==> config.mk <==
export PLATFORM = sky130hd
export DESIGN_NAME = axis_frame_arbiter
export DESIGN_NICKNAME = d
export VERILOG_FILES = /design/src/rtl/axis_frame_arbiter.sv
export SDC_FILE = /design/constraint.sdc
export NUM_CORES = 1
export LEC_CHECK = 0
export BUFFER_PORTS_ARGS = -buffer_cell sky130_fd_sc_hd__buf_4
export CAP_MARGIN = 10
export CORE_UTILIZATION = 35
export CTS_BUF_LIST = sky130_fd_sc_hd__clkbuf_8
export CTS_CLUSTER_DIAMETER = 50
export DETAILED_ROUTE_END_ITERATION = 8
export MAX_ROUTING_LAYER = met4
export PLACE_DENSITY = 0.79
export SLEW_MARGIN = 20
export SYNTH_ARGS = -nofsm -noshare
export SYNTH_HDL_FRONTEND = slang
export SYNTH_SLANG_ARGS = --single-unit
==> constraint.sdc <==
create_clock -name AXIS_ACLK -period 3.2 [get_ports AXIS_ACLK]
set_input_delay 0.48 -clock AXIS_ACLK [delete_from_list [all_inputs] [get_ports AXIS_ACLK]]
set_output_delay 0.48 -clock AXIS_ACLK [all_outputs]
set_load 0.02 [all_outputs]
==> src/rtl/axis_frame_arbiter.sv <==
// -----------------------------------------------------------------------------
// axis_frame_arbiter
//
// Purpose:
//   Two-requester AXI4-Stream arbiter that hands the master port to one slave
//   for a whole video frame (PIXELS_VERTICAL TLAST-terminated lines). Ownership
//   only changes at a frame boundary. Ties are broken round-robin against the
//   requester served last. The data path is combinational with zero latency
//   while a grant is held.
//
// Optional feature:
//   `define AXIS_ARB_SOF_ALIGN_EN enables start-of-frame alignment. While no
//   grant is held, a requester whose current beat has TUSER=0 is drained
//   (accepted and discarded) and counted in ARB_DROP_CNT. Only a TUSER=1 beat
//   counts as a request. Without the macro any TVALID is a request and
//   ARB_DROP_CNT is held at zero.
//
// Ports:
//   AXIS_ACLK, AXIS_ARESETN          clock, synchronous active-low reset
//   S00_AXIS_*, S01_AXIS_*           slave streams (TVALID/TDATA/TSTRB/TLAST/
//                                    TUSER in, TREADY out)
//   M_AXIS_*                         master stream (TVALID/TDATA/TSTRB/TLAST/
//                                    USER out, TREADY in)
//   ARB_GRANT[1:0]                   one-hot current owner, 00 = none
//   ARB_LINE_CNT[11:0]               lines completed in the current frame
//   ARB_DROP_CNT[15:0]               beats drained while aligning to SOF
// -----------------------------------------------------------------------------
module axis_frame_arbiter #(
  parameter int C_AXIS_TDATA_WIDTH = 32,
  parameter int PIXELS_VERTICAL    = 1024
) (
  input  logic                            AXIS_ACLK,
  input  logic                            AXIS_ARESETN,
  // requester 0
  input  logic                            S00_AXIS_TVALID,
  input  logic [C_AXIS_TDATA_WIDTH-1:0]   S00_AXIS_TDATA,
  input  logic [C_AXIS_TDATA_WIDTH/8-1:0] S00_AXIS_TSTRB,
  input  logic                            S00_AXIS_TLAST,
  input  logic                            S00_AXIS_TUSER,
  output logic                            S00_AXIS_TREADY,
  // requester 1
  input  logic                            S01_AXIS_TVALID,
  input  logic [C_AXIS_TDATA_WIDTH-1:0]   S01_AXIS_TDATA,
  input  logic [C_AXIS_TDATA_WIDTH/8-1:0] S01_AXIS_TSTRB,
  input  logic                            S01_AXIS_TLAST,
  input  logic                            S01_AXIS_TUSER,
  output logic                            S01_AXIS_TREADY,
  // master
  output logic                            M_AXIS_TVALID,
  output logic [C_AXIS_TDATA_WIDTH-1:0]   M_AXIS_TDATA,
  output logic [C_AXIS_TDATA_WIDTH/8-1:0] M_AXIS_TSTRB,
  output logic                            M_AXIS_TLAST,
  output logic                            M_AXIS_USER,
  input  logic                            M_AXIS_TREADY,
  // status
  output logic [1:0]                      ARB_GRANT,
  output logic [11:0]                     ARB_LINE_CNT,
  output logic [15:0]                     ARB_DROP_CNT
);

  localparam int          STRB_W    = C_AXIS_TDATA_WIDTH / 8;
  localparam logic [11:0] LAST_LINE = 12'(PIXELS_VERTICAL - 1);

  // State encoding doubles as the one-hot grant vector.
  typedef enum logic [1:0] {
    ST_IDLE   = 2'b00,
    ST_GRANT0 = 2'b01,
    ST_GRANT1 = 2'b10
  } state_e;

  state_e                   state_r;
  state_e                   next_state_s;
  logic                     last_served_r;
  logic [11:0]              line_cnt_r;

  logic                     req0_s;
  logic                     req1_s;

  logic                     m_tvalid_s;
  logic [C_AXIS_TDATA_WIDTH-1:0] m_tdata_s;
  logic [STRB_W-1:0]        m_tstrb_s;
  logic                     m_tlast_s;
  logic                     m_user_s;
  logic                     s00_tready_s;
  logic                     s01_tready_s;

  logic                     beat_last_s;
  logic                     frame_end_s;

  // Saturating 16-bit add of a small increment.
  function automatic logic [15:0] sat_add16(input logic [15:0] a, input logic [1:0] b);
    logic [16:0] sum;
    sum = {1'b0, a} + {15'd0, b};
    if (sum[16]) begin
      sat_add16 = 16'hFFFF;
    end else begin
      sat_add16 = sum[15:0];
    end
  endfunction

`ifdef AXIS_ARB_SOF_ALIGN_EN
  logic        drain0_s;
  logic        drain1_s;
  logic [1:0]  drop_inc_s;
  logic [15:0] drop_cnt_r;

  // Only a start-of-frame beat may win arbitration; anything else is drained.
  assign req0_s     = S00_AXIS_TVALID & S00_AXIS_TUSER;
  assign req1_s     = S01_AXIS_TVALID & S01_AXIS_TUSER;
  assign drain0_s   = (state_r == ST_IDLE) & S00_AXIS_TVALID & ~S00_AXIS_TUSER;
  assign drain1_s   = (state_r == ST_IDLE) & S01_AXIS_TVALID & ~S01_AXIS_TUSER;
  assign drop_inc_s = {1'b0, drain0_s} + {1'b0, drain1_s};

  // Drop counter: TREADY equals the drain flag, so every drain flag is a consumed beat.
  always_ff @(posedge AXIS_ACLK) begin
    if (!AXIS_ARESETN) begin
      drop_cnt_r <= 16'd0;
    end else begin
      drop_cnt_r <= sat_add16(drop_cnt_r, drop_inc_s);
    end
  end
`else
  logic [15:0] drop_cnt_r;

  assign req0_s     = S00_AXIS_TVALID;
  assign req1_s     = S01_AXIS_TVALID;
  assign drop_cnt_r = sat_add16(16'd0, 2'd0);
`endif

  // A completed line is a TLAST handshake; the last line of the frame releases the grant.
  assign beat_last_s = m_tvalid_s & M_AXIS_TREADY & m_tlast_s;
  assign frame_end_s = beat_last_s & (line_cnt_r == LAST_LINE);

  // State register, line counter and round-robin memory.
  always_ff @(posedge AXIS_ACLK) begin
    if (!AXIS_ARESETN) begin
      state_r       <= ST_IDLE;
      last_served_r <= 1'b1;
      line_cnt_r    <= 12'd0;
    end else begin
      state_r <= next_state_s;
      if (frame_end_s) begin
        line_cnt_r    <= 12'd0;
        last_served_r <= (state_r == ST_GRANT1);
      end else if (beat_last_s) begin
        line_cnt_r    <= line_cnt_r + 12'd1;
        last_served_r <= last_served_r;
      end else begin
        line_cnt_r    <= line_cnt_r;
        last_served_r <= last_served_r;
      end
    end
  end

  // Next-state logic: arbitration happens only in IDLE.
  always_comb begin
    next_state_s = state_r;
    case (state_r)
      ST_IDLE: begin
        if (req0_s && req1_s) begin
          // last_served_r=1 means requester 1 went last, so 0 wins the tie.
          next_state_s = last_served_r ? ST_GRANT0 : ST_GRANT1;
        end else if (req0_s) begin
          next_state_s = ST_GRANT0;
        end else if (req1_s) begin
          next_state_s = ST_GRANT1;
        end else begin
          next_state_s = ST_IDLE;
        end
      end
      ST_GRANT0: begin
        if (frame_end_s) begin
          next_state_s = ST_IDLE;
        end else begin
          next_state_s = ST_GRANT0;
        end
      end
      ST_GRANT1: begin
        if (frame_end_s) begin
          next_state_s = ST_IDLE;
        end else begin
          next_state_s = ST_GRANT1;
        end
      end
      default: begin
        next_state_s = ST_IDLE;
      end
    endcase
  end

  // Output mux: zero-latency pass-through of the owner; everything quiet in
  // IDLE (apart from draining) and while reset is held low.
  always_comb begin
    m_tvalid_s   = 1'b0;
    m_tdata_s    = {C_AXIS_TDATA_WIDTH{1'b0}};
    m_tstrb_s    = {STRB_W{1'b0}};
    m_tlast_s    = 1'b0;
    m_user_s     = 1'b0;
    s00_tready_s = 1'b0;
    s01_tready_s = 1'b0;
    if (AXIS_ARESETN) begin
      case (state_r)
        ST_GRANT0: begin
          m_tvalid_s   = S00_AXIS_TVALID;
          m_tdata_s    = S00_AXIS_TDATA;
          m_tstrb_s    = S00_AXIS_TSTRB;
          m_tlast_s    = S00_AXIS_TLAST;
          m_user_s     = S00_AXIS_TUSER;
          s00_tready_s = M_AXIS_TREADY;
        end
        ST_GRANT1: begin
          m_tvalid_s   = S01_AXIS_TVALID;
          m_tdata_s    = S01_AXIS_TDATA;
          m_tstrb_s    = S01_AXIS_TSTRB;
          m_tlast_s    = S01_AXIS_TLAST;
          m_user_s     = S01_AXIS_TUSER;
          s01_tready_s = M_AXIS_TREADY;
        end
        ST_IDLE: begin
`ifdef AXIS_ARB_SOF_ALIGN_EN
          s00_tready_s = drain0_s;
          s01_tready_s = drain1_s;
`else
          s00_tready_s = 1'b0;
          s01_tready_s = 1'b0;
`endif
        end
        default: begin
          m_tvalid_s = 1'b0;
        end
      endcase
    end else begin
      m_tvalid_s   = 1'b0;
      s00_tready_s = 1'b0;
      s01_tready_s = 1'b0;
    end
  end

  assign M_AXIS_TVALID   = m_tvalid_s;
  assign M_AXIS_TDATA    = m_tdata_s;
  assign M_AXIS_TSTRB    = m_tstrb_s;
  assign M_AXIS_TLAST    = m_tlast_s;
  assign M_AXIS_USER     = m_user_s;
  assign S00_AXIS_TREADY = s00_tready_s;
  assign S01_AXIS_TREADY = s01_tready_s;

  // Status outputs come straight from registers; the reset term keeps them at
  // zero from the moment reset is asserted, not only after the next edge.
  assign ARB_GRANT    = AXIS_ARESETN ? state_r    : 2'b00;
  assign ARB_LINE_CNT = AXIS_ARESETN ? line_cnt_r : 12'd0;
  assign ARB_DROP_CNT = AXIS_ARESETN ? drop_cnt_r : 16'd0;

endmodule

After elaboration in Yosys (flattened, before gate mapping):

Index checks and enable logic that the tools add are counted.

* output and inout port bits: 71
* flip-flop bits (word level): 15
* bits of input ports: 81
* logic and storage cells: 37

* multiplexer cells: 23
* reduce and logical (&&, ||, !) cells: 3
* add/subtract/negate cells: 1
* eq/ne operators: 3
* bitwise operators: 4

Operators with widths (number)
* 32-bit one-hot mux with 2 select lines: 1
* 32-bit 2-to-1 mux: 1
* 12-bit by 1-bit adder with 12-bit output, second input constant: 1
* 12-bit by 10-bit == test with 1-bit output, second input constant: 1
* 12-bit 2-to-1 mux: 1
* 2-bit 2-to-1 mux: 6
* 1-bit 2-to-1 mux: 8
* 4-bit one-hot mux with 2 select lines: 1
* 1-bit one-hot mux with 2 select lines: 3
* 2-bit one-hot mux with 3 select lines: 1
* 4-bit 2-to-1 mux: 1
* 1-bit AND: 3
* 2-bit by 1-bit == test with 1-bit output, second input constant: 1
* 2-bit == test, second input constant: 1
* 2-bit logical NOT: 1
* 2-bit OR reduction: 1
* 1-bit logical AND: 1
* 1-bit NOT: 1

Depth between registers and ports, before layout:

Gate-level depths: netlist (run 1).

* depth after elaboration: 8
* depth in mapped cells: 7

Worst setup path after synthesis (run 1):

No wires, ideal clock.

* path kind: reg-to-reg
* start point: register state_r[0]
* end point: register line_cnt_r[10]
* setup slack: 1.089 ns
* clock period less this slack: 2.111 ns
* arrival time: 1.988 ns
* stages on the path, launching flop included: 8
* path through: dfxtp_1 -> inv_1 -> ha_1 -> nand2_1 -> or4_1 -> buf_2 -> nor3_2 -> mux2_1

* longest elaborated chain between the ends: 7
* elaborated cells between the ends (all ways): 10

RTL lines
* from (decl): line 71 `state_e state_r;`
* from (signal assigned): line 141 `state_r <= next_state_s;`
* 2-bit == test or 2-bit by 1-bit == test with 1-bit output (tied branches): line 202 `case (state_r)`
* 1-bit one-hot mux with 2 select lines: line 202
* 1-bit 2-to-1 mux: line 201 `if (AXIS_ARESETN) begin`
* 1-bit AND: line 131 `assign beat_last_s = m_tvalid_s & M_AXIS_TREADY & m_tlast_s;`
* 1-bit AND (*): line 131
* 1-bit AND: line 132 `assign frame_end_s = beat_last_s & (line_cnt_r == LAST_LINE);`
* 2-bit OR reduction (no source line)
* to (signal assigned): line 146 `line_cnt_r <= line_cnt_r + 12'd1;`
* to (signal assigned): line 149 `line_cnt_r <= line_cnt_r;`
* to (decl): line 74 `logic [11:0] line_cnt_r;`

Every way passes the cells marked *; elsewhere a longest branch is shown, timed or not.
A chain may end at the register's enable or synchronous reset.

Worst setup path in the final report (run 1):

* start point: register state_r[0]
* end point: register line_cnt_r[8]

The elaborated chain is that of the path after synthesis.

==> results.sh, run 1 <==
export IMPL_status="complete, no violations"
export IMPL_io_buffers=135
export IMPL_die_h_um=67.6
export IMPL_postCtsSetupRepairBufs=0
export IMPL_area_growth_pct=67.9
export IMPL_clockBufferDepth=2
export IMPL_period_minus_slack_ns=2.29
export IMPL_min_path_type="reg2reg"
export IMPL_r2r_start="state_r[0]$_SDFF_PN0_"
export IMPL_required_ns=3.33
export IMPL_diodes=0
export IMPL_postSynthAreaPerCell_um2=7.07
export IMPL_synth_distinct_cells=34
export IMPL_power_density_mw_per_mm2=266
export IMPL_synth_top_area_share_pct=19.9
export IMPL_viasPerCell=5.07
export IMPL_yosysSeqAreaShare_pct=19.9
export IMPL_grt_pass1_wl_um=7420
export IMPL_drt_iter0_drc=140
export IMPL_leakagePower_nw=1.23
export IMPL_timing_fmax_mhz=437
export IMPL_vias=1972
export IMPL_hpwl_um=4120
export IMPL_final_net_count=426
export IMPL_ys_ff_latch=15
export IMPL_critPathKind="reg2reg"
export IMPL_antenna_found_initial=0
export IMPL_route_detailed_drc=0
export IMPL_synth_simple_area_share_pct=31.4
export IMPL_rows=23
export IMPL_htree_levels=1
export IMPL_wirelength_um=5370
export IMPL_start_util_pct=37.1
export IMPL_final_antenna_net_count=0
export IMPL_drive_gt1_share_pct=42.8
export IMPL_holdBufCountCts=0
export IMPL_synth_xor_area_share_pct=1.74
export IMPL_arrival_ns=2.42
export IMPL_core_area_mm2=0.00406
export IMPL_grt_total_usage_pct=21.6
export IMPL_crit_path_max_fanout=7
export IMPL_worst_slew_pin_slew_ns=0.601
export IMPL_final_common_cell="buf_4"
export IMPL_cts_buffers=3
export IMPL_grt_max_degree=42
export IMPL_synth_area_mm2=0.00151
export IMPL_setup_tns_ns=0
export IMPL_io_pins=152
export IMPL_finalPower_w=0.000673
export IMPL_finalHoldViolCount=0
export IMPL_relSlewSlack_pct=59.9
export IMPL_ys_top_cells_by_area="dfxtp_1 20%, a22oi_1 19%, nor2_1 12%"
export IMPL_rsz0062_at_grt="no"
export IMPL_dieArea_mm2=0.00457
export IMPL_wl_per_cell_um=13.8
export IMPL_clockRootBuffer="clkbuf_8"
export IMPL_netlist_instances=213
export IMPL_ir_drop_v=0.000128
export IMPL_synth_fa_ha_area_share_pct=4.15
export IMPL_cts_resized=0
export IMPL_fp_dieW_um=67.6
export IMPL_hold_path_end="line_cnt_r[11]$_SDFFE_PP0P_"
export IMPL_num_fill_cells=397
export IMPL_layout_cells_most_common_list="138 x buf_4, 50 x nor2_1, 39 x a22oi_1"
export IMPL_first_global_vias=1669
export IMPL_synth_area_leader_cell="dfxtp_1"
export IMPL_ys_warn_count=0
export IMPL_maxCapViolCount=0
export IMPL_reg2reg_depth=6
export IMPL_r2r_slack_ns=0.91
export IMPL_layout_worst_path_cycle_share_pct=71.5
export IMPL_synthMuxAreaShare_pct=4.90
export IMPL_finalClockSkew_ns=0.00368
export IMPL_dr_pass1_iters=4
export IMPL_path_clk_slew_ns=0.06
export IMPL_grt_overflow_total=0
export IMPL_cts_sinks=15
export IMPL_endpoint_kind="register"
export IMPL_place_congestion=0.800
export IMPL_finalSetupViolCount=0
export IMPL_cts_tree="done"
export IMPL_hold_path_cell_count=2
export IMPL_synth_top_family_by_area="simple AND/OR/NAND/NOR gates"
export IMPL_min_from="line_cnt_r[11]$_SDFFE_PP0P_"
export IMPL_timing_final_max_slew_violations=0
export IMPL_r2r_end="line_cnt_r[8]$_SDFFE_PP0P_"
export IMPL_clock_latency_ns=0.24
export IMPL_startpoint_type="register"
export IMPL_synth_compound_area_share_pct=23.8
[sequential cells by signal, indices dropped and copies added, names as in the netlist]
name and count:
state_r 2, line_cnt_r 12, last_served_r 1
[worst max-delay path: stages, from the launching register on]
cell and delay, ns:
dfxtp_1 0.33, inv_1 0.10, ha_1 0.24, a22oi_1 0.22, or4_1 0.70, nor3_2 0.26, mux2_1 0.33
[worst max path at each step]
stage                           from                     endpoint  slack, ns  depth (start not counted)
2_1_floorplan  state_r[0]$_SDFF_PN0_  line_cnt_r[10]$_SDFFE_PP0P_       1.09                          7
3_3_place_gp   state_r[0]$_SDFF_PN0_   line_cnt_r[8]$_SDFFE_PP0P_       1.05                          6
3_5_place_dp   state_r[0]$_SDFF_PN0_   line_cnt_r[8]$_SDFFE_PP0P_       0.97                          6
4_1_cts        state_r[0]$_SDFF_PN0_                M_AXIS_TVALID       0.92                          6
5_1_grt        state_r[0]$_SDFF_PN0_   line_cnt_r[3]$_SDFFE_PP0P_       0.77                          6
6_report       state_r[0]$_SDFF_PN0_   line_cnt_r[8]$_SDFFE_PP0P_       0.91                          6
[cell type report]
type	instances	area [µm²]	area share [%]
Tap cell	50	62.6	2.47
Sequential cell	15	300	11.9
Clock inverter	1	3.75	0.148
Inverter	8	30.0	1.19
Multi-Input combinational cell	174	1050	41.7
Timing Repair Buffer	138	1040	41.0
Clock buffer	3	41.3	1.63
[cell usage after synthesis]
library cell and n:
nor2_1 50, a22oi_1 39, buf_4 16, dfxtp_1 15, clkbuf_1 12, and2_1 11
inv_1 8, nand2_1 7, o21ai_0 6, ha_1 5, nand4_1 5, mux2i_1 4
mux2_1 3, nor3_2 3, and3_1 2, buf_1 2, nand2b_1 2, nand3_1 2
nand3b_1 2, nor3_1 2, nor4_1 2, or4_1 2, xnor2_1 2, a21oi_1 1
a31oi_1 1, and4_1 1, buf_2 1, conb_1 1, nand4bb_1 1, nor4_4 1
o2111ai_1 1, o311ai_0 1, o31ai_1 1, xor2_1 1
[power breakdown]
part / total [W] / leakage (nW) / switching, W / internal, W
Sequential: 0.000196 / 0.121 / 0.00000464 / 0.000192
Clock: 0.000149 / 0.0269 / 0.0000643 / 0.0000848
Combinational: 0.000327 / 1.08 / 0.000184 / 0.000144
[routing by layer]
layer,GRT usage (%),part of all wire (%),vias to the layer above,routed length [µm]
met4,5.32,0.35,0,19
met5,-,0,-,0
met1,28.2,42,886,2250
met2,34.4,50,97,2700
met3,3.21,7.5,2,402
li1,-,-,987,-
[kinds of logic (layout without fill, tap and decap cells)]
family,after synthesis,in the layout
AND/OR/NAND/NOR,93,93
AO/OA/AOI/OAI,50,50
buffers and inverters,39,150
flip-flops,15,15
multiplexers,7,7
adder cells (fa/ha/maj),5,5
XOR/XNOR,3,3
other,1,16
[per-stage QoR]
step	util (%)	hold slack, ns	instances	setup slack, ns	area [µm²]
final	62.3	0.532	389	0.913	2530
after global routing	62.3	0.559	389	0.765	2530
after CTS	62.3	0.532	389	0.916	2530
after detailed placement	61.2	0.532	385	0.974	2480
after global placement	61.2	0.524	385	1.05	2480
after floorplan	-	0.487	228	1.09	1560
(Power assumes the default switching activity.)
==> run 2: changes to the inputs <==
--- a/config.mk
+++ b/config.mk
@@ -5,6 +5,7 @@
 export SDC_FILE = /design/constraint.sdc
 export NUM_CORES = 1
 export LEC_CHECK = 0
+export ABC_AREA = 1
 export BUFFER_PORTS_ARGS = -buffer_cell sky130_fd_sc_hd__buf_4
 export CAP_MARGIN = 10
 export CORE_UTILIZATION = 35
==> constraint.sdc (replaced) <==
create_clock -name AXIS_ACLK -period 1.9 [get_ports AXIS_ACLK]
set_input_delay 0.285 -clock AXIS_ACLK [delete_from_list [all_inputs] [get_ports AXIS_ACLK]]
set_output_delay 0.285 -clock AXIS_ACLK [all_outputs]
set_load 0.02 [all_outputs]
==> run 2 against run 1 <==
  * The run now ends with DRC left
  * Final cell count is 26% higher
  * Global-route usage up 1.4 points
  * Via count rose by 18%
  * First-iteration DRC count grew 27%
  * Synthesized area grew 12%
  * Final area is 13% higher
  * Routed wire length is 13% higher
  * Sequential share of layout area down 1.1 points
  * Largest cell class unchanged
  * Highest routed layer unchanged
==> results.sh, run 2 <==
export IMPL_power_density_mw_per_mm2=383
export IMPL_synth_enable_flop_cells=0
export IMPL_io_pins=152
export IMPL_synth_main_ff_cell="dfxtp_1"
export IMPL_timing_final_max_slew_violations=0
export IMPL_wl_per_cell_um=12.4
export IMPL_period_minus_slack_ns=1.84
export IMPL_whs_ns=0.328
export IMPL_layout_cells_most_common_list="136 x nand2_1, 135 x buf_4, 43 x a21oi_1"
export IMPL_finalClockSkew_ns=0.00598
export IMPL_endpoint_kind="primary output"
export IMPL_status="complete, but fails checks"
export IMPL_place_ws_ns=0.127
export IMPL_wl_met3_um=493
export IMPL_violations="DRC"
export IMPL_holdBufCountCts=0
export IMPL_clockRootBuffer="clkbuf_8"
export IMPL_grt_max_degree=39
export IMPL_dr_wl_met2_um=3150
export IMPL_viasPerCell=4.74
export IMPL_grt_overflow_total=0
export IMPL_final_net_count=526
export IMPL_clock_latency_ns=0.25
export IMPL_layout_worst_path_cycle_share_pct=96.9
export IMPL_wirelength_um=6080
export IMPL_yosysSeqAreaShare_pct=17.8
export IMPL_synth_distinct_cells=24
export IMPL_dieArea_mm2=0.00509
export IMPL_synth_most_common_cell="nand2_1"
export IMPL_reg2reg_depth=9
export IMPL_cp_slowest_cell="dfxtp_4"
export IMPL_crit_family="buffers and inverters"
export IMPL_final_common_cell="nand2_1"
export IMPL_clockBufferDepth=2
export IMPL_required_ns=1.62
export IMPL_num_fill_cells=421
export IMPL_largestRegisters="line_cnt_r: 12 flops, state_r: 2 flops, last_served_r: 1 flops"
export IMPL_crit_path_max_fanout=19
export IMPL_diodes=0
export IMPL_arrival_ns=1.56
export IMPL_die_h_um=71.3
export IMPL_area_growth_pct=69.7
export IMPL_leakagePower_nw=1.46
export IMPL_io_buffers=135
export IMPL_ys_ff_latch=15
export IMPL_final_antenna_net_count=0
export IMPL_maxCapViolCount=0
export IMPL_hpwl_um=4570
export IMPL_place_congestion=0.815
export IMPL_cts_sinks=15
export IMPL_finalHoldViolCount=0
export IMPL_fp_dieW_um=71.3
export IMPL_fin_ws_ns=0.0592
export IMPL_path_cells="inv_2 -> ha_4 -> nand2_4 -> clkbuf_16 -> a21oi_1 -> buf_4"
export IMPL_highest_signal_layer="met4"
export IMPL_first_global_vias=2044
export IMPL_ir_drop_v=0.000200
export IMPL_htree_levels=1
export IMPL_largest_reg_flops=12
export IMPL_route_detailed_drc=4
export IMPL_postSynthAreaPerCell_um2=5.43
export IMPL_grt_pass1_wl_um=9200
export IMPL_cts_tree="done"
export IMPL_synth_area_leader_cell="nand2_1"
export IMPL_startpoint_type="register"
export IMPL_slowest_delay_ns=0.38
export IMPL_rows=24
export IMPL_postCtsSetupRepairBufs=0
export IMPL_drive_gt1_share_pct=37.6
export IMPL_hold_path_cell_count=3
export IMPL_path_clk_slew_ns=0.06
export IMPL_start_util_pct=37.6
export IMPL_ys_top_cells_by_area="nand2_1 30%, dfxtp_1 18%, a21oi_1 14%"
export IMPL_finalSetupViolCount=0
export IMPL_grt_total_usage_pct=23.0
export IMPL_min_path_type="in2reg"
export IMPL_dr_pass1_iters=6
export IMPL_synth_commonest_cells="136 x nand2_1, 47 x a21oi_1, 31 x inv_1"
export IMPL_async_flop_share_pct=0
export IMPL_drt_iter0_drc=178
export IMPL_cp_num_buf_inv=3
export IMPL_antenna_found_initial=0
export IMPL_synth_top_area_share_pct=30.3
export IMPL_met1_length_um=2370
export IMPL_ys_warn_count=0
export IMPL_core_area_mm2=0.00447
export IMPL_netlist_instances=310
export IMPL_vias=2325
export IMPL_synth_area_mm2=0.00168
export IMPL_regMostFlops="line_cnt_r"
export IMPL_cts_buffers=3
export IMPL_path_depth=6
export IMPL_critPathKind="reg2out"
export IMPL_timing_fmax_mhz=543
==> run 2: changes by cell type after synthesis, moves of 4 or more <==
cell and delta:
a21oi_1 +46, a22oi_1 -39, inv_1 +23, nand3_1 +4, xor2_1 +4, clkbuf_1 -6, and2_1 -11, o21ai_0 -6
mux2i_1 -4, nor2_1 -36, nand2_1 +129
==> run 2: metrics by stage <==
| step | TNS (ns) | power [W] | util [%] | cells | area, µm² |
|---|---|---|---|---|---|
| floorplan | 0 | 0.000580 | - | 325 | 1740 |
| global placement | 0 | 0.000758 | 59.3 | 485 | 2660 |
| detailed placement | 0 | 0.000763 | 59.3 | 485 | 2660 |
| CTS | 0 | 0.00103 | 60.7 | 489 | 2710 |
| global route | -0.0485 | 0.00115 | 63.8 | 491 | 2860 |
| finish | 0 | 0.00109 | 63.8 | 491 | 2860 |
==> run 2: kinds of logic after synthesis <==
family / Yosys count / synth area share [%]
other cells: 1 / 0.223
fa+ha+maj: 5 / 3.72
xor+xnor: 6 / 3.12
flops: 15 / 17.8
buf+inv: 65 / 19.3
simple gates: 168 / 40.7
compound gates: 50 / 15.2
==> run 2: metal layers <==
| metal | vias to the layer above | GRT usage (%) |
|---|---|---|
| met3 | 9 | 4.64 |
| met5 | - | - |
| met2 | 100 | 39.5 |
| li1 | 1184 | - |
| met4 | 0 | 5.11 |
| met1 | 1032 | 27.7 |
==> run 2: repair_timing <==
action | in CTS | in global routing
gates resized for setup | 5 | 21
gates cloned | 0 | 2
setup endpoints to repair | 39 | 39
==> run 2: worst paths after layout <==
| path | to | startpoint | slack, ns |
|---|---|---|---|
| min reg2reg | line_cnt_r[1]$_SDFFE_PP0P_ | line_cnt_r[1]$_SDFFE_PP0P_ | 0.50 |
| max reg2reg | line_cnt_r[8]$_SDFFE_PP0P_ | state_r[0]$_SDFF_PN0_ | 0.14 |
| min | state_r[1]$_SDFF_PN0_ | S01_AXIS_TVALID | 0.33 |
| max | M_AXIS_TDATA[27] | state_r[0]$_SDFF_PN0_ | 0.06 |
==> run 2: worst min-delay path: stages <==
cell,delay [ns]
buf_4,0.12
nand3_1,0.08
a21oi_1,0.06
==> run 2: cell type report <==
class                   count  area (µm²)  area share [%]
clock buffers               3        41.3            1.45
clock inverters             1        3.75           0.131
inverters                  33         124            4.34
multi-input cells         245        1180            41.2
flip-flops and latches     15         308            10.8
well taps                  52        65.1            2.28
repair buffers            142        1140            39.8
==> run 2: report_power, final <==
part	switching, W	internal (W)
registers	0.00000818	0.000319
logic	0.000266	0.000241
clock network	0.000117	0.000143
==> run 3: changes to the inputs <==
--- a/config.mk
+++ b/config.mk
@@ -8,12 +8,14 @@
 export ABC_AREA = 1
 export BUFFER_PORTS_ARGS = -buffer_cell sky130_fd_sc_hd__buf_4
 export CAP_MARGIN = 10
-export CORE_UTILIZATION = 35
+export CELL_PAD_IN_SITES_DETAIL_PLACEMENT = 1
+export CELL_PAD_IN_SITES_GLOBAL_PLACEMENT = 1
+export CORE_UTILIZATION = 21
 export CTS_BUF_LIST = sky130_fd_sc_hd__clkbuf_8
 export CTS_CLUSTER_DIAMETER = 50
 export DETAILED_ROUTE_END_ITERATION = 8
 export MAX_ROUTING_LAYER = met4
-export PLACE_DENSITY = 0.79
+export PLACE_DENSITY = 0.8
 export SLEW_MARGIN = 20
 export SYNTH_ARGS = -nofsm -noshare
 export SYNTH_HDL_FRONTEND = slang
==> run 3 against run 2 <==
  * The run now ends clean
  * Register-to-register slack improved by 0.06 ns
  * Combinational power rose by 4.2%
  * Critical path type unchanged
  * Clock power grew 3%
  * Total power increased by 2.5%
  * Final area up 3.7%
  * Core utilization down 25 points
  * Sequential power hardly changed
  * First-iteration DRC count decreased by 80%
  * Worst hold slack worse by 0.0018 ns
  * Sequential cell count did not move
  * Global-route usage decreased by 6.5 points
==> results.sh, run 3 (synthesis results as in run 2) <==
export IMPL_path_depth=6
export IMPL_final_common_cell="buf_4"
export IMPL_r2r_slack_ns=0.20
export IMPL_cp_endpoint="M_AXIS_TDATA[17]"
export IMPL_wl_per_cell_um=13.3
export IMPL_gr_usage_met2_pct=31.3
export IMPL_clockRootBuffer="clkbuf_8"
export IMPL_cp_slowest_cell="dfxtp_2"
export IMPL_dr_pass1_iters=4
export IMPL_wirelength_um=7240
export IMPL_endpoint_kind="primary output"
export IMPL_vias=2341
export IMPL_diodes=0
export IMPL_cts_sinks=15
export IMPL_route_detailed_drc=0
export IMPL_layout_cells_most_common_list="137 x buf_4, 136 x nand2_1, 36 x a21oi_1"
export IMPL_maxCapViolCount=0
export IMPL_grt_pass1_wl_um=11000
export IMPL_clock_latency_ns=0.25
export IMPL_area_growth_pct=76.0
export IMPL_layout_worst_path_cycle_share_pct=97.3
export IMPL_htree_levels=1
export IMPL_drive_gt1_share_pct=39.2
export IMPL_crit_start="state_r[1]$_SDFF_PN0_"
export IMPL_timing_fmax_mhz=541
export IMPL_clockBufferDepth=2
export IMPL_finalClockSkew_ns=0.000994
export IMPL_finalHoldViolCount=0
export IMPL_met1_usage_pct=17.6
export IMPL_first_global_vias=2404
export IMPL_timing_final_max_slew_violations=0
export IMPL_fp_dieW_um=91.5
export IMPL_reg2reg_depth=9
export IMPL_viasPerCell=4.31
export IMPL_final_antenna_net_count=0
export IMPL_finalPower_w=0.00112
export IMPL_hold_path_cell_count=2
export IMPL_postCtsSetupRepairBufs=0
export IMPL_grt_max_degree=39
export IMPL_place_congestion=0.797
export IMPL_startpoint_type="register"
export IMPL_regMostFlops="line_cnt_r"
export IMPL_drt_iter0_drc=35
export IMPL_grt_total_usage_pct=16.5
export IMPL_fin_ws_ns=0.0520
export IMPL_critPathKind="reg2out"
export IMPL_slowest_delay_ns=0.39
export IMPL_grt_overflow_total=0
export IMPL_finalSetupViolCount=0
export IMPL_period_minus_slack_ns=1.85
export IMPL_io_buffers=135
export IMPL_place_ws_ns=0.0664
export IMPL_hpwl_um=5570
export IMPL_core_area_mm2=0.00773
export IMPL_dieArea_mm2=0.00838
export IMPL_use_met3_pct=2.76
export IMPL_path_cells="inv_2 -> ha_4 -> nand2_4 -> buf_12 -> a21oi_2 -> buf_4"
export IMPL_ir_drop_v=0.000157
export IMPL_rows=32
export IMPL_cts_buffers=3
export IMPL_arrival_ns=1.56
export IMPL_leakagePower_nw=1.47
export IMPL_io_pins=152
export IMPL_path_clk_slew_ns=0.06
export IMPL_min_from="AXIS_ARESETN"
export IMPL_largest_reg_flops=12
export IMPL_largestRegisters="line_cnt_r: 12 flops, state_r: 2 flops, last_served_r: 1 flops"
export IMPL_final_net_count=528
export IMPL_top_usage_layer="met2"
export IMPL_cp_num_buf_inv=3
export IMPL_die_h_um=91.5
export IMPL_antenna_found_initial=0
export IMPL_required_ns=1.62
export IMPL_start_util_pct=21.8
export IMPL_r2r_start="state_r[1]$_SDFF_PN0_"
export IMPL_cts_tree="done"
export IMPL_status="complete, no violations"
export IMPL_r2r_end="line_cnt_r[8]$_SDFFE_PP0P_"
export IMPL_power_density_mw_per_mm2=379
export IMPL_crit_family="buffers and inverters"
export IMPL_crit_path_max_fanout=19
export IMPL_min_path_type="in2reg"
-- run 3: timing repair --
action                     in CTS  in global routing
cloned                          0                  3
gates resized for setup         8                 24
setup endpoints to repair      38                 51
hold buffers                    0                  0
-- run 3: stage by stage --
| stage | util (%) | area, µm² | TNS, ns | hold slack [ns] | cells |
|---|---|---|---|---|---|
| 3_5_place_dp | 35.3 | 2730 | 0 | 0.501 | 536 |
| 3_3_place_gp | 35.3 | 2730 | 0 | 0.491 | 536 |
| 2_1_floorplan | - | 1740 | 0 | 0.445 | 325 |
| 4_1_cts | 36.3 | 2800 | -0.239 | 0.310 | 540 |
| 6_report | 38.3 | 2960 | 0 | 0.326 | 543 |
| 5_1_grt | 38.3 | 2960 | -0.0287 | 0.335 | 543 |
-- run 3: layout make-up --
class                           count  area [µm²]
Fill cell                        1046        4770
Multi-Input combinational cell    245        1200
Timing Repair Buffer              144        1160
Clock buffer                        3        41.3
Clock inverter                      1        3.75
Inverter                           33         124
Sequential cell                    15         305
Tap cell                          102         128
-- run 3: routing by layer --
metal  routed length [µm]  vias up
met1                 2800     1068
met5                    0        -
met4                   82        0
li1                     -     1183
met2                 3940       84
met3                  416        6
-- run 3: worst min path at each step --
stage | slack [ns] | to
after floorplan | 0.44 | state_r[1]$_SDFF_PN0_
after global placement | 0.49 | line_cnt_r[1]$_SDFFE_PP0P_
after detailed placement | 0.50 | line_cnt_r[1]$_SDFFE_PP0P_
after CTS | 0.31 | last_served_r$_SDFFE_PN1P_
after global routing | 0.34 | state_r[1]$_SDFF_PN0_
final | 0.33 | last_served_r$_SDFFE_PN1P_
-- run 3: power by group --
part	switching, W	total [W]	leakage [nW]	internal (W)
registers	0.00000764	0.000327	0.122	0.000320
logic	0.000282	0.000527	1.32	0.000244
clock network	0.000125	0.000268	0.0269	0.000144
